## config.mk

```make
export PLATFORM = sky130hd
export DESIGN_NAME = cmd_addr_dly_seq
export DESIGN_NICKNAME = d
export VERILOG_FILES = /design/src/rtl/cmd_addr_pkg.sv /design/src/rtl/cmd_addr_dly_fifo.sv /design/src/rtl/cmd_addr_dly_seq.sv
export SDC_FILE = /design/constraint.sdc
export NUM_CORES = 1
export LEC_CHECK = 0
export ABC_CLOCK_PERIOD_IN_PS = 3600
export BUFFER_PORTS_ARGS = -buffer_cell sky130_fd_sc_hd__buf_2
export CORE_UTILIZATION = 26
export CTS_CLUSTER_SIZE = 25
export DETAILED_ROUTE_END_ITERATION = 6
export PLACE_DENSITY = 0.48
export SLEW_MARGIN = 10
export SYNTH_ARGS = -nofsm -noshare
export SYNTH_HDL_FRONTEND = slang
export SYNTH_SLANG_ARGS = --single-unit
```

## constraint.sdc

```tcl
create_clock -name clk -period 3.6 [get_ports clk]
set_input_delay 0.72 -clock clk [delete_from_list [all_inputs] [get_ports clk]]
set_output_delay 0.72 -clock clk [all_outputs]
set_load 0.05 [all_outputs]
```

## src/rtl/cmd_addr_pkg.sv

```systemverilog
// Shared lane map, broadcast code and FSM encoding for the cmd/addr delay sequencer.
package cmd_addr_pkg;

  localparam int ADDRESS_NUMBER_DEF = 15;
  localparam int BANK_NUMBER_DEF    = 3;
  localparam int CMD_NUMBER_DEF     = 5;
  localparam int LANE_AW_DEF        = 6;

  // Command lanes follow the bank lanes in this fixed order
  localparam int CMD_WE  = 0;
  localparam int CMD_RAS = 1;
  localparam int CMD_CAS = 2;
  localparam int CMD_CKE = 3;
  localparam int CMD_ODT = 4;

  localparam int LANE_BA0 = ADDRESS_NUMBER_DEF;
  localparam int LANE_WE  = LANE_BA0 + BANK_NUMBER_DEF + CMD_WE;
  localparam int LANE_RAS = LANE_BA0 + BANK_NUMBER_DEF + CMD_RAS;
  localparam int LANE_CAS = LANE_BA0 + BANK_NUMBER_DEF + CMD_CAS;
  localparam int LANE_CKE = LANE_BA0 + BANK_NUMBER_DEF + CMD_CKE;
  localparam int LANE_ODT = LANE_BA0 + BANK_NUMBER_DEF + CMD_ODT;

  localparam logic [LANE_AW_DEF-1:0] BCAST = '1;

  typedef enum logic [1:0] {
    ST_IDLE  = 2'd0,
    ST_LOAD  = 2'd1,
    ST_BCAST = 2'd2,
    ST_SET   = 2'd3
  } state_t;

endpackage

```

## src/rtl/cmd_addr_dly_fifo.sv

```systemverilog
// Generic synchronous FIFO; read data is the head entry, visible combinationally.
// Latency 1 (push -> not empty); push must be gated by !full, pop by !empty.
module cmd_addr_dly_fifo #(
  parameter int WIDTH = 8,
  parameter int DEPTH = 4
) (
  input  logic                     clk,
  input  logic                     rst_n,
  input  logic                     push,
  input  logic [WIDTH-1:0]         wr_dat,
  input  logic                     pop,
  output logic [WIDTH-1:0]         rd_dat,
  output logic                     full,
  output logic                     empty,
  output logic [$clog2(DEPTH):0]   level
);

  localparam int AW = $clog2(DEPTH);

  logic [WIDTH-1:0] mem [DEPTH];
  logic [AW:0]      wr_ptr;
  logic [AW:0]      rd_ptr;

  always_ff @(posedge clk or negedge rst_n) begin
    if (!rst_n) begin
      wr_ptr <= '0;
      rd_ptr <= '0;
    end else begin
      if (push) wr_ptr <= wr_ptr + 1'b1;
      if (pop)  rd_ptr <= rd_ptr + 1'b1;
    end
  end

  always_ff @(posedge clk) begin
    if (push) mem[wr_ptr[AW-1:0]] <= wr_dat;
  end

  // Extra pointer MSB separates full (wrapped once) from empty
  assign empty  = (wr_ptr == rd_ptr);
  assign full   = (wr_ptr[AW] != rd_ptr[AW]) && (wr_ptr[AW-1:0] == rd_ptr[AW-1:0]);
  assign level  = wr_ptr - rd_ptr;
  assign rd_dat = mem[rd_ptr[AW-1:0]];

endmodule

```

## src/rtl/cmd_addr_dly_seq.sv

```systemverilog
// Queues (lane, delay) writes and replays them as one-hot ld_dly strobes plus set_dly.
// Accept -> strobe in 2 cycles, one strobe per cycle; req_ready drops while the queue is full.
module cmd_addr_dly_seq
  import cmd_addr_pkg::*;
#(
  parameter int ADDRESS_NUMBER = ADDRESS_NUMBER_DEF,
  parameter int BANK_NUMBER    = BANK_NUMBER_DEF,
  parameter int CMD_NUMBER     = CMD_NUMBER_DEF,
  parameter int DLY_WIDTH      = 8,
  parameter int LANE_AW        = LANE_AW_DEF,
  parameter int FIFO_DEPTH     = 4
) (
  input  logic                                          clk,
  input  logic                                          rst_n,
  input  logic                                          req_valid,
  output logic                                          req_ready,
  input  logic [LANE_AW-1:0]                            req_lane,
  input  logic [DLY_WIDTH-1:0]                          req_data,
  input  logic                                          req_last,
  input  logic                                          set_req,
  output logic [ADDRESS_NUMBER+BANK_NUMBER+CMD_NUMBER-1:0] ld_dly,
  output logic [DLY_WIDTH-1:0]                          dly_data,
  output logic                                          set_dly,
  output logic                                          busy,
  output logic                                          err_lane,
  input  logic [LANE_AW-1:0]                            rd_lane,
  output logic [DLY_WIDTH-1:0]                          rd_data
);

  localparam int NUM_LINES = ADDRESS_NUMBER + BANK_NUMBER + CMD_NUMBER;
  localparam int CW        = (NUM_LINES > 1) ? $clog2(NUM_LINES) : 1;
  localparam int FAW       = $clog2(FIFO_DEPTH);
  localparam int FW        = 1 + LANE_AW + DLY_WIDTH;
  localparam logic [LANE_AW-1:0]   LANE_LIMIT = LANE_AW'(NUM_LINES);
  localparam logic [CW-1:0]        CNT_LAST   = CW'(NUM_LINES - 1);
  localparam logic [NUM_LINES-1:0] LANE0      = NUM_LINES'(1);

  logic                 fifo_push, fifo_pop, fifo_full, fifo_empty;
  logic [FAW:0]         fifo_level;
  logic [FW-1:0]        head;
  logic                 head_last;
  logic [LANE_AW-1:0]   head_lane;
  logic [DLY_WIDTH-1:0] head_data;

  state_t               state_q, state_d;
  logic [CW-1:0]        cnt_q, cnt_d;
  logic                 last_q, last_d;
  logic                 set_pend_q, set_pend_d, pend_eff, take_set;
  logic                 bcast_end, err_set, sh_we, set_d, busy_d;
  logic [CW-1:0]        sh_idx;
  logic [DLY_WIDTH-1:0] data_d;
  logic [NUM_LINES-1:0] ld_d;
  logic [DLY_WIDTH-1:0] shadow [NUM_LINES];

  assign req_ready = !fifo_full;
  assign fifo_push = req_valid & req_ready;
  assign {head_last, head_lane, head_data} = head;

  cmd_addr_dly_fifo #(.WIDTH(FW), .DEPTH(FIFO_DEPTH)) u_fifo (
    .clk    (clk),
    .rst_n  (rst_n),
    .push   (fifo_push),
    .wr_dat ({req_last, req_lane, req_data}),
    .pop    (fifo_pop),
    .rd_dat (head),
    .full   (fifo_full),
    .empty  (fifo_empty),
    .level  (fifo_level)
  );

  assign pend_eff  = set_pend_q | set_req;
  assign bcast_end = (state_q == ST_BCAST) && (cnt_q == CNT_LAST);

  always_comb begin
    state_d  = state_q;
    cnt_d    = cnt_q;
    last_d   = last_q;
    data_d   = dly_data;
    set_d    = 1'b0;
    fifo_pop = 1'b0;
    err_set  = 1'b0;
    take_set = 1'b0;
    sh_we    = 1'b0;
    sh_idx   = '0;
    if ((state_q == ST_BCAST) && !bcast_end) begin
      cnt_d  = cnt_q + CW'(1);
      sh_we  = 1'b1;
      sh_idx = cnt_q + CW'(1);
    end else if (state_q == ST_SET) begin
      state_d = fifo_empty ? ST_IDLE : ST_LOAD;
      last_d  = 1'b0;
    end else if (last_q) begin
      // A last entry's final strobe is always followed by its own SET slot
      state_d  = ST_SET;
      set_d    = 1'b1;
      take_set = 1'b1;
      last_d   = 1'b0;
    end else if (!fifo_empty) begin
      fifo_pop = 1'b1;
      last_d   = head_last;
      data_d   = head_data;
      if (&head_lane) begin
        state_d = ST_BCAST;
        cnt_d   = '0;
        sh_we   = 1'b1;
      end else if (head_lane < LANE_LIMIT) begin
        state_d = ST_LOAD;
        sh_we   = 1'b1;
        sh_idx  = CW'(head_lane);
      end else begin
        err_set  = 1'b1;
        data_d   = dly_data;
        last_d   = 1'b0;
        state_d  = head_last ? ST_SET : ST_LOAD;
        set_d    = head_last;
        take_set = head_last;
      end
    end else if (pend_eff) begin
      state_d  = ST_SET;
      set_d    = 1'b1;
      take_set = 1'b1;
    end else begin
      state_d = ST_IDLE;
    end
    ld_d       = sh_we ? (LANE0 << sh_idx) : '0;
    set_pend_d = pend_eff & ~take_set;
    busy_d     = (state_d != ST_IDLE) | fifo_push | (fifo_level > {{FAW{1'b0}}, fifo_pop});
  end

  always_ff @(posedge clk or negedge rst_n) begin
    if (!rst_n) begin
      state_q    <= ST_IDLE;
      cnt_q      <= '0;
      last_q     <= 1'b0;
      set_pend_q <= 1'b0;
      ld_dly     <= '0;
      dly_data   <= '0;
      set_dly    <= 1'b0;
      busy       <= 1'b0;
      err_lane   <= 1'b0;
    end else begin
      state_q    <= state_d;
      cnt_q      <= cnt_d;
      last_q     <= last_d;
      set_pend_q <= set_pend_d;
      ld_dly     <= ld_d;
      dly_data   <= data_d;
      set_dly    <= set_d;
      busy       <= busy_d;
      err_lane   <= err_lane | err_set;
    end
  end

  always_ff @(posedge clk or negedge rst_n) begin
    if (!rst_n) begin
      for (int i = 0; i < NUM_LINES; i++) shadow[i] <= '0;
    end else if (sh_we) begin
      shadow[sh_idx] <= data_d;
    end
  end

  assign rd_data = (rd_lane < LANE_LIMIT) ? shadow[CW'(rd_lane)] : '0;

endmodule

```

==> run_results.csv, run 1 <==
group,metric,value,unit
floorplan,rows,80,
place,dp_hpwl,20.9,mm
setup_path,crit_fanout,17,
pwr,vdd_drop_max,350,uV
clocking,clk_pin_slew,0.06,ns
clocking,cts_tree,"done",
setup_path,crit_path_end_kind,"primary output",
logic_synthesis,yosys_register_bits,293,
cells_and_area,fin_area,15300,um2
clocking,cts_setup_buffers,0,
floorplan,die_h,224,um
place,gp_congestion,0.744,
clocking,clock-sinks,293,
logic_synthesis,avgSynthCellArea,15.8,um2
pwr,p_int,0.00848,W
grt,grtUsageTotal,0.132,
sta,slew_violations,0,
pwr,p_comb_frac,0.348,
cells_and_area,layout-drive-gt1-share,0.483,
logic_synthesis,syn-cell-area,12800,um2
setup_path,start_kind,"input port",
sta,max_freq,291,MHz
pwr,power_frac_seq,0.368,
floorplan,die_area,50100,um2
clocking,ctsResizeCount,0,
detailed_routing,wl,31.9,mm
flow_run,drv_cap,0,
cells_and_area,fin_util,0.319,
floorplan,io_pins,68,
setup_path,crit_path_top_delay_cell,"mux4_2",
sta,fin_tns_setup,0,ns
logic_synthesis,syn_nets,845,
detailed_routing,drt-wirelength-per-cell,20.2,um
setup_path,cp-startpoint,"rd_lane[0]",
floorplan,die_w,224,um
logic_synthesis,async_flop_share,0.795,
logic_synthesis,synth_edf_count,60,
clocking,postCtsHoldBufs,0,
detailed_routing,vias,7152,
detailed_routing,drc,0,
place,portBuffers,67,
pwr,switching_share,0.351,
sta,clock_skew,0.0266,ns
logic_synthesis,yosysSeqAreaShare,0.596,
detailed_routing,first_iter_violations,426,
setup_path,crit_chain,"buf_2 > buf_12 > buf_12 > nor2b_2 > nand2_1 > o21ai_0 > mux4_2 > a21oi_1 > nor2_2 > buf_2",
logic_synthesis,synthFlopType,"dfrtp_1",
cells_and_area,nets,932,
min_path,hold_path.class,"in -> async",
sta,tightest_slew,0.643,ns
outcome,status,"finished clean",
sta,hold_viol_final,0,
floorplan,start_util,0.266,
pwr,power.switching,0.00458,W
grt,first_global_vias,7693,
pwr,cellLeakagePower,6.88,nW
grt,antenna_found_initial,3,
grt,overflow,0,
sta,rsz0062_at_grt,"no",
detailed_routing,vias_per_cell,4.53,
logic_synthesis,yosys_warnings,0,
setup_path,r2r-end,"shadow[85]",
clocking,cts_buffers,34,
setup_path,r2r_slack,0.23,ns
setup_path,critPathKind,"in -> out",
pwr,p_clk_frac,0.284,
setup_path,cp-endpoint,"rd_data[2]",
grt,grt_pass1_wl,49.7,mm
setup_path,worstPathArrival,2.72,ns
cells_and_area,area_growth,19.9,%
sta,max_slew_margin,0.571,
detailed_routing,dr.pass1.iters,4,
clocking,clk_latency,0.53,ns
setup_path,worstReg2RegStart,"u_fifo.rd_ptr[0]",
detailed_routing,antenna_left,0,
setup_path,max_stage_delay,0.55,ns
sta,finalSetupViolations,0,
setup_path,reg2reg_depth,6,
grt,grt_max_degree,73,
clocking,cts_buffer_depth,3,
clocking,htree_levels,2,
clocking,cts_root_buf,"clkbuf_16",
logic_synthesis,syn_inst,809,
logic_synthesis,synth_cell_types,48,
setup_path,cp.required,2.88,ns
floorplan,core_area,48100,um2
sta,timing.final.crit_share,0.954,
place,dpl-instance-area,14100,um2
sta,min_period,3.44,ns
pwr,cellPowerDensity,851,nW/um2
==> flip-flops by register name, indices dropped and copies added, names as in the netlist <==
name	count
last_q	1
set_pend_q	1
ld_dly	23
dly_data	8
err_lane	1
cnt_q	5
u_fifo.mem	60
busy	1
shadow	184
set_dly	1
state_q	2
u_fifo.rd_ptr	3
u_fifo.wr_ptr	3
==> cell families after synthesis <==
logic type	share of synthesized area
AO/OA/AOI/OAI	0.0260
XOR/XNOR	0.00547
adder cells (fa/ha/maj)	0.0113
buffers and inverters	0.0241
flip-flops	0.596
multiplexers	0.295
AND/OR/NAND/NOR	0.0419
==> worst max-delay path, delay by kind of cell <==
family | cells | cell delay (ns)
mux | 1 | 0.55
buf+inv | 4 | 0.68
simple gates | 3 | 0.33
compound gates | 2 | 0.42
==> layout make-up <==
type / instances / area, um2
flip-flops and latches: 293 / 7630
inverters: 23 / 86.3
well taps: 656 / 821
clock buffers: 47 / 1020
diodes: 1 / 2.50
multi-input cells: 441 / 4880
clock inverters: 15 / 204
repair buffers: 103 / 703
fillers: 4733 / 32800
==> cell usage in the layout, fill, tap and decap left out, drive strengths merged, types with 3 or more instances in the layout <==
cell type	instances
mux4	63
clkinv	11
buf	103
nand3	12
inv	23
a21oi	11
mux2i	16
xnor2	4
a31o	4
clkbuf	47
ha	10
or2	9
nand2	17
o21ai	14
mux2	192
dfrtp	233
nor2	40
nand2b	8
a21o	5
a31oi	4
and3	4
edfxtp	60
bufinv	4
xor2	4
or3	3
==> through the flow <==
| stage | hold WS [ns] | instances | worst slack [ns] | total power [W] |
|---|---|---|---|---|
| after floorplan | 0.424 | 809 | 0.0872 | 0.00799 |
| after global placement | 0.472 | 1516 | 0.132 | 0.00949 |
| after detailed placement | 0.476 | 1516 | 0.0892 | 0.00951 |
| after CTS | 0.145 | 1578 | 0.0770 | 0.0133 |
| after global routing | 0.160 | 1579 | 0.0456 | 0.0138 |
| final | 0.130 | 1579 | 0.164 | 0.0131 |
==> cells in the mapped netlist, drive strengths merged (8+ instances only) <==
| cell type | instances | area (um2) |
|---|---|---|
| clkbuf | 30 | 113 |
| o21ai | 14 | 70.1 |
| dfrtp | 233 | 5830 |
| ha | 10 | 125 |
| nor2 | 40 | 193 |
| edfxtp | 60 | 1800 |
| inv | 22 | 82.6 |
| a21oi | 11 | 55.1 |
| mux2 | 192 | 2190 |
| nand3 | 12 | 60.1 |
| mux2i | 16 | 160 |
| mux4 | 63 | 1420 |
| nand2b | 8 | 50.1 |
| nand2 | 17 | 63.8 |
| buf | 22 | 110 |
| or2 | 9 | 56.3 |
==> worst min-delay path by stage <==
| stage | startpoint | endpoint | slack (ns) | cells past startpoint |
|---|---|---|---|---|
| after detailed placement | err_lane | err_lane | 0.48 | 1 |
| after floorplan | rst_n | busy | 0.42 | 0 |
| final | rst_n | dly_data[6] | 0.13 | 1 |
| after global routing | rst_n | dly_data[6] | 0.16 | 1 |
| after CTS | rst_n | dly_data[6] | 0.14 | 1 |
| after global placement | err_lane | err_lane | 0.47 | 1 |
==> metal layers <==
layer | vias up | part of all wire | global-route usage
met4 | 2 | 0.021 | 0.0418
met2 | 99 | 0.48 | 0.212
li1 | 3168 | - | -
met3 | 50 | 0.036 | 0.0239
met1 | 3833 | 0.46 | 0.180
met5 | - | 0.00041 | 0
==> power by group through the flow <==
stage | Clock (W) | Sequential (W) | Combinational (W)
3_3_place_gp | 0 | 0.00485 | 0.00464
5_1_grt | 0.00396 | 0.00491 | 0.00497
4_1_cts | 0.00381 | 0.00481 | 0.00467
6_report | 0.00370 | 0.00480 | 0.00455
2_1_floorplan | 0 | 0.00495 | 0.00304
3_5_place_dp | 0 | 0.00486 | 0.00465
(Power assumes the default switching activity.)
==> run 2: changes to the inputs <==
--- a/config.mk
+++ b/config.mk
@@ -7,10 +7,10 @@
 export LEC_CHECK = 0
 export ABC_CLOCK_PERIOD_IN_PS = 3600
 export BUFFER_PORTS_ARGS = -buffer_cell sky130_fd_sc_hd__buf_2
-export CORE_UTILIZATION = 26
+export CORE_UTILIZATION = 55
 export CTS_CLUSTER_SIZE = 25
 export DETAILED_ROUTE_END_ITERATION = 6
-export PLACE_DENSITY = 0.48
+export PLACE_DENSITY = 0.82
 export SLEW_MARGIN = 10
 export SYNTH_ARGS = -nofsm -noshare
 export SYNTH_HDL_FRONTEND = slang
==> run_results.csv, run 2 (synthesis results as in run 1) <==
group,metric,value,unit
outcome,status,"finished clean",
place,portBuffers,67,
clocking,clk_pin_slew,0.06,ns
place,gp_congestion,0.812,
clocking,cts_tree,"done",
sta,finalSetupViolations,0,
sta,fin_tns_setup,0,ns
setup_path,r2r-end,"shadow[85]",
grt,grt_pass1_wl,42.5,mm
detailed_routing,dr.pass1.iters,5,
pwr,cellPowerDensity,839,nW/um2
cells_and_area,final_common_cell,"dfrtp_1",
clocking,htree_levels,1,
setup_path,reg2reg_depth,7,
cells_and_area,fillCellCount,1602,
floorplan,io_pins,68,
sta,clock_skew,0.0180,ns
floorplan,core_area,22700,um2
grt,use_met3,0.0359,
clocking,clock-sinks,293,
cells_and_area,area_growth,13.3,%
cells_and_area,top_register,"shadow",
floorplan,die_area,23900,um2
cells_and_area,nets,919,
setup_path,crit_cells,7,
clocking,cts_buffer_depth,3,
detailed_routing,first_iter_violations,513,
min_path,hold_path.class,"in -> async",
setup_path,crit_path_top_delay_cell,"mux4_2",
setup_path,path_delay_family,"multiplexers",
setup_path,critPathBufInv,3,
pwr,cellLeakagePower,6.67,nW
setup_path,cp.required,2.88,ns
sta,timing.final.crit_share,0.949,
grt,grtUsageTotal,0.232,
sta,max_freq,293,MHz
detailed_routing,vias_per_cell,5.98,
detailed_routing,drt-wirelength-per-cell,22.3,um
cells_and_area,fin_util,0.638,
floorplan,start_util,0.564,
sta,max_slew_margin,0.422,
clocking,cts_buffers,30,
grt,first_global_vias,7442,
grt,grt_max_degree,100,
flow_run,drv_cap,0,
place,dp_hpwl,17.5,mm
setup_path,max_stage_delay,0.54,ns
floorplan,die_h,155,um
pwr,vdd_drop_max,650,uV
setup_path,critPathKind,"in -> out",
detailed_routing,drc,0,
grt,antenna_found_initial,1,
setup_path,crit_fanout,30,
clocking,clk_latency,0.56,ns
sta,min_period,3.42,ns
setup_path,worstPathArrival,2.70,ns
setup_path,crit_path_end_kind,"primary output",
detailed_routing,antenna_left,0,
grt,grt-busiest-layer,"met2",
cells_and_area,largest_reg_flops,184,
setup_path,worstReg2RegStart,"u_fifo.rd_ptr[0]",
setup_path,start_kind,"input port",
setup_path,crit_chain,"buf_2 > buf_12 > mux4_2 > mux4_2 > a21oi_1 > nor2_2 > buf_2",
cells_and_area,layout-drive-gt1-share,0.464,
setup_path,cp-endpoint,"rd_data[0]",
setup_path,cp-startpoint,"rd_lane[0]",
sta,hold_viol_final,0,
sta,slew_violations,0,
detailed_routing,wl,26.6,mm
grt,grt_util_met2,0.378,
clocking,cts_root_buf,"clkbuf_16",
grt,met1_usage,0.331,
sta,tightest_slew,0.867,ns
floorplan,die_w,155,um
cells_and_area,final_cell_mix,"dfrtp_1, mux2_2, buf_2, mux4_2, edfxtp_1",
clocking,cts_setup_buffers,0,
setup_path,r2r_slack,0.28,ns
floorplan,rows,55,
detailed_routing,vias,7125,
sta,rsz0062_at_grt,"no",
grt,overflow,0,
run 2: power breakdown:
| part | switching [W] | internal [W] |
|---|---|---|
| Clock | 0.00124 | 0.00169 |
| Sequential | 0.000503 | 0.00434 |
| Combinational | 0.00255 | 0.00183 |
| Total | 0.00430 | 0.00786 |
run 2: repair_timing:
action | in CTS | in global routing
endpoints found under the setup margin | 0 | 9
resized for setup | 0 | 2
hold buffers | 0 | 0
run 2: worst min-delay path by stage:
stage	end	slack [ns]	from	cells after the start
after floorplan	busy	0.42	rst_n	0
after global placement	err_lane	0.46	err_lane	1
after detailed placement	err_lane	0.46	err_lane	1
after CTS	u_fifo.wr_ptr[0]	0.22	rst_n	1
after global routing	u_fifo.wr_ptr[0]	0.22	rst_n	1
final	u_fifo.wr_ptr[0]	0.15	rst_n	1
run 2: layout make-up:
class,instances,area (um2),area share
clock buffers,44,843,0.0582
clock inverters,10,100,0.00690
diodes,2,5.00,0.000345
well taps,285,357,0.0246
inverters,23,86.3,0.00595
multi-input cells,441,4880,0.336
flip-flops and latches,293,7630,0.526
repair buffers,94,598,0.0412
run 2: routing by layer:
metal / wire length [um] / vias to the layer above
li1: - / 3134
met3: 1010 / 49
met4: 670 / 0
met2: 13000 / 165
met1: 11800 / 3777
met5: 0 / -
run 2: stage by stage:
step / area (um2) / setup slack [ns] / power [W] / cells / hold WS [ns]
after floorplan: 12800 / 0.0872 / 0.00799 / 809 / 0.424
after global placement: 13500 / 0.171 / 0.00907 / 1136 / 0.461
after detailed placement: 13500 / 0.102 / 0.00924 / 1136 / 0.457
after CTS: 14500 / 0.104 / 0.0122 / 1190 / 0.220
after global routing: 14500 / 0.0722 / 0.0128 / 1191 / 0.223
final: 14500 / 0.182 / 0.0122 / 1192 / 0.152
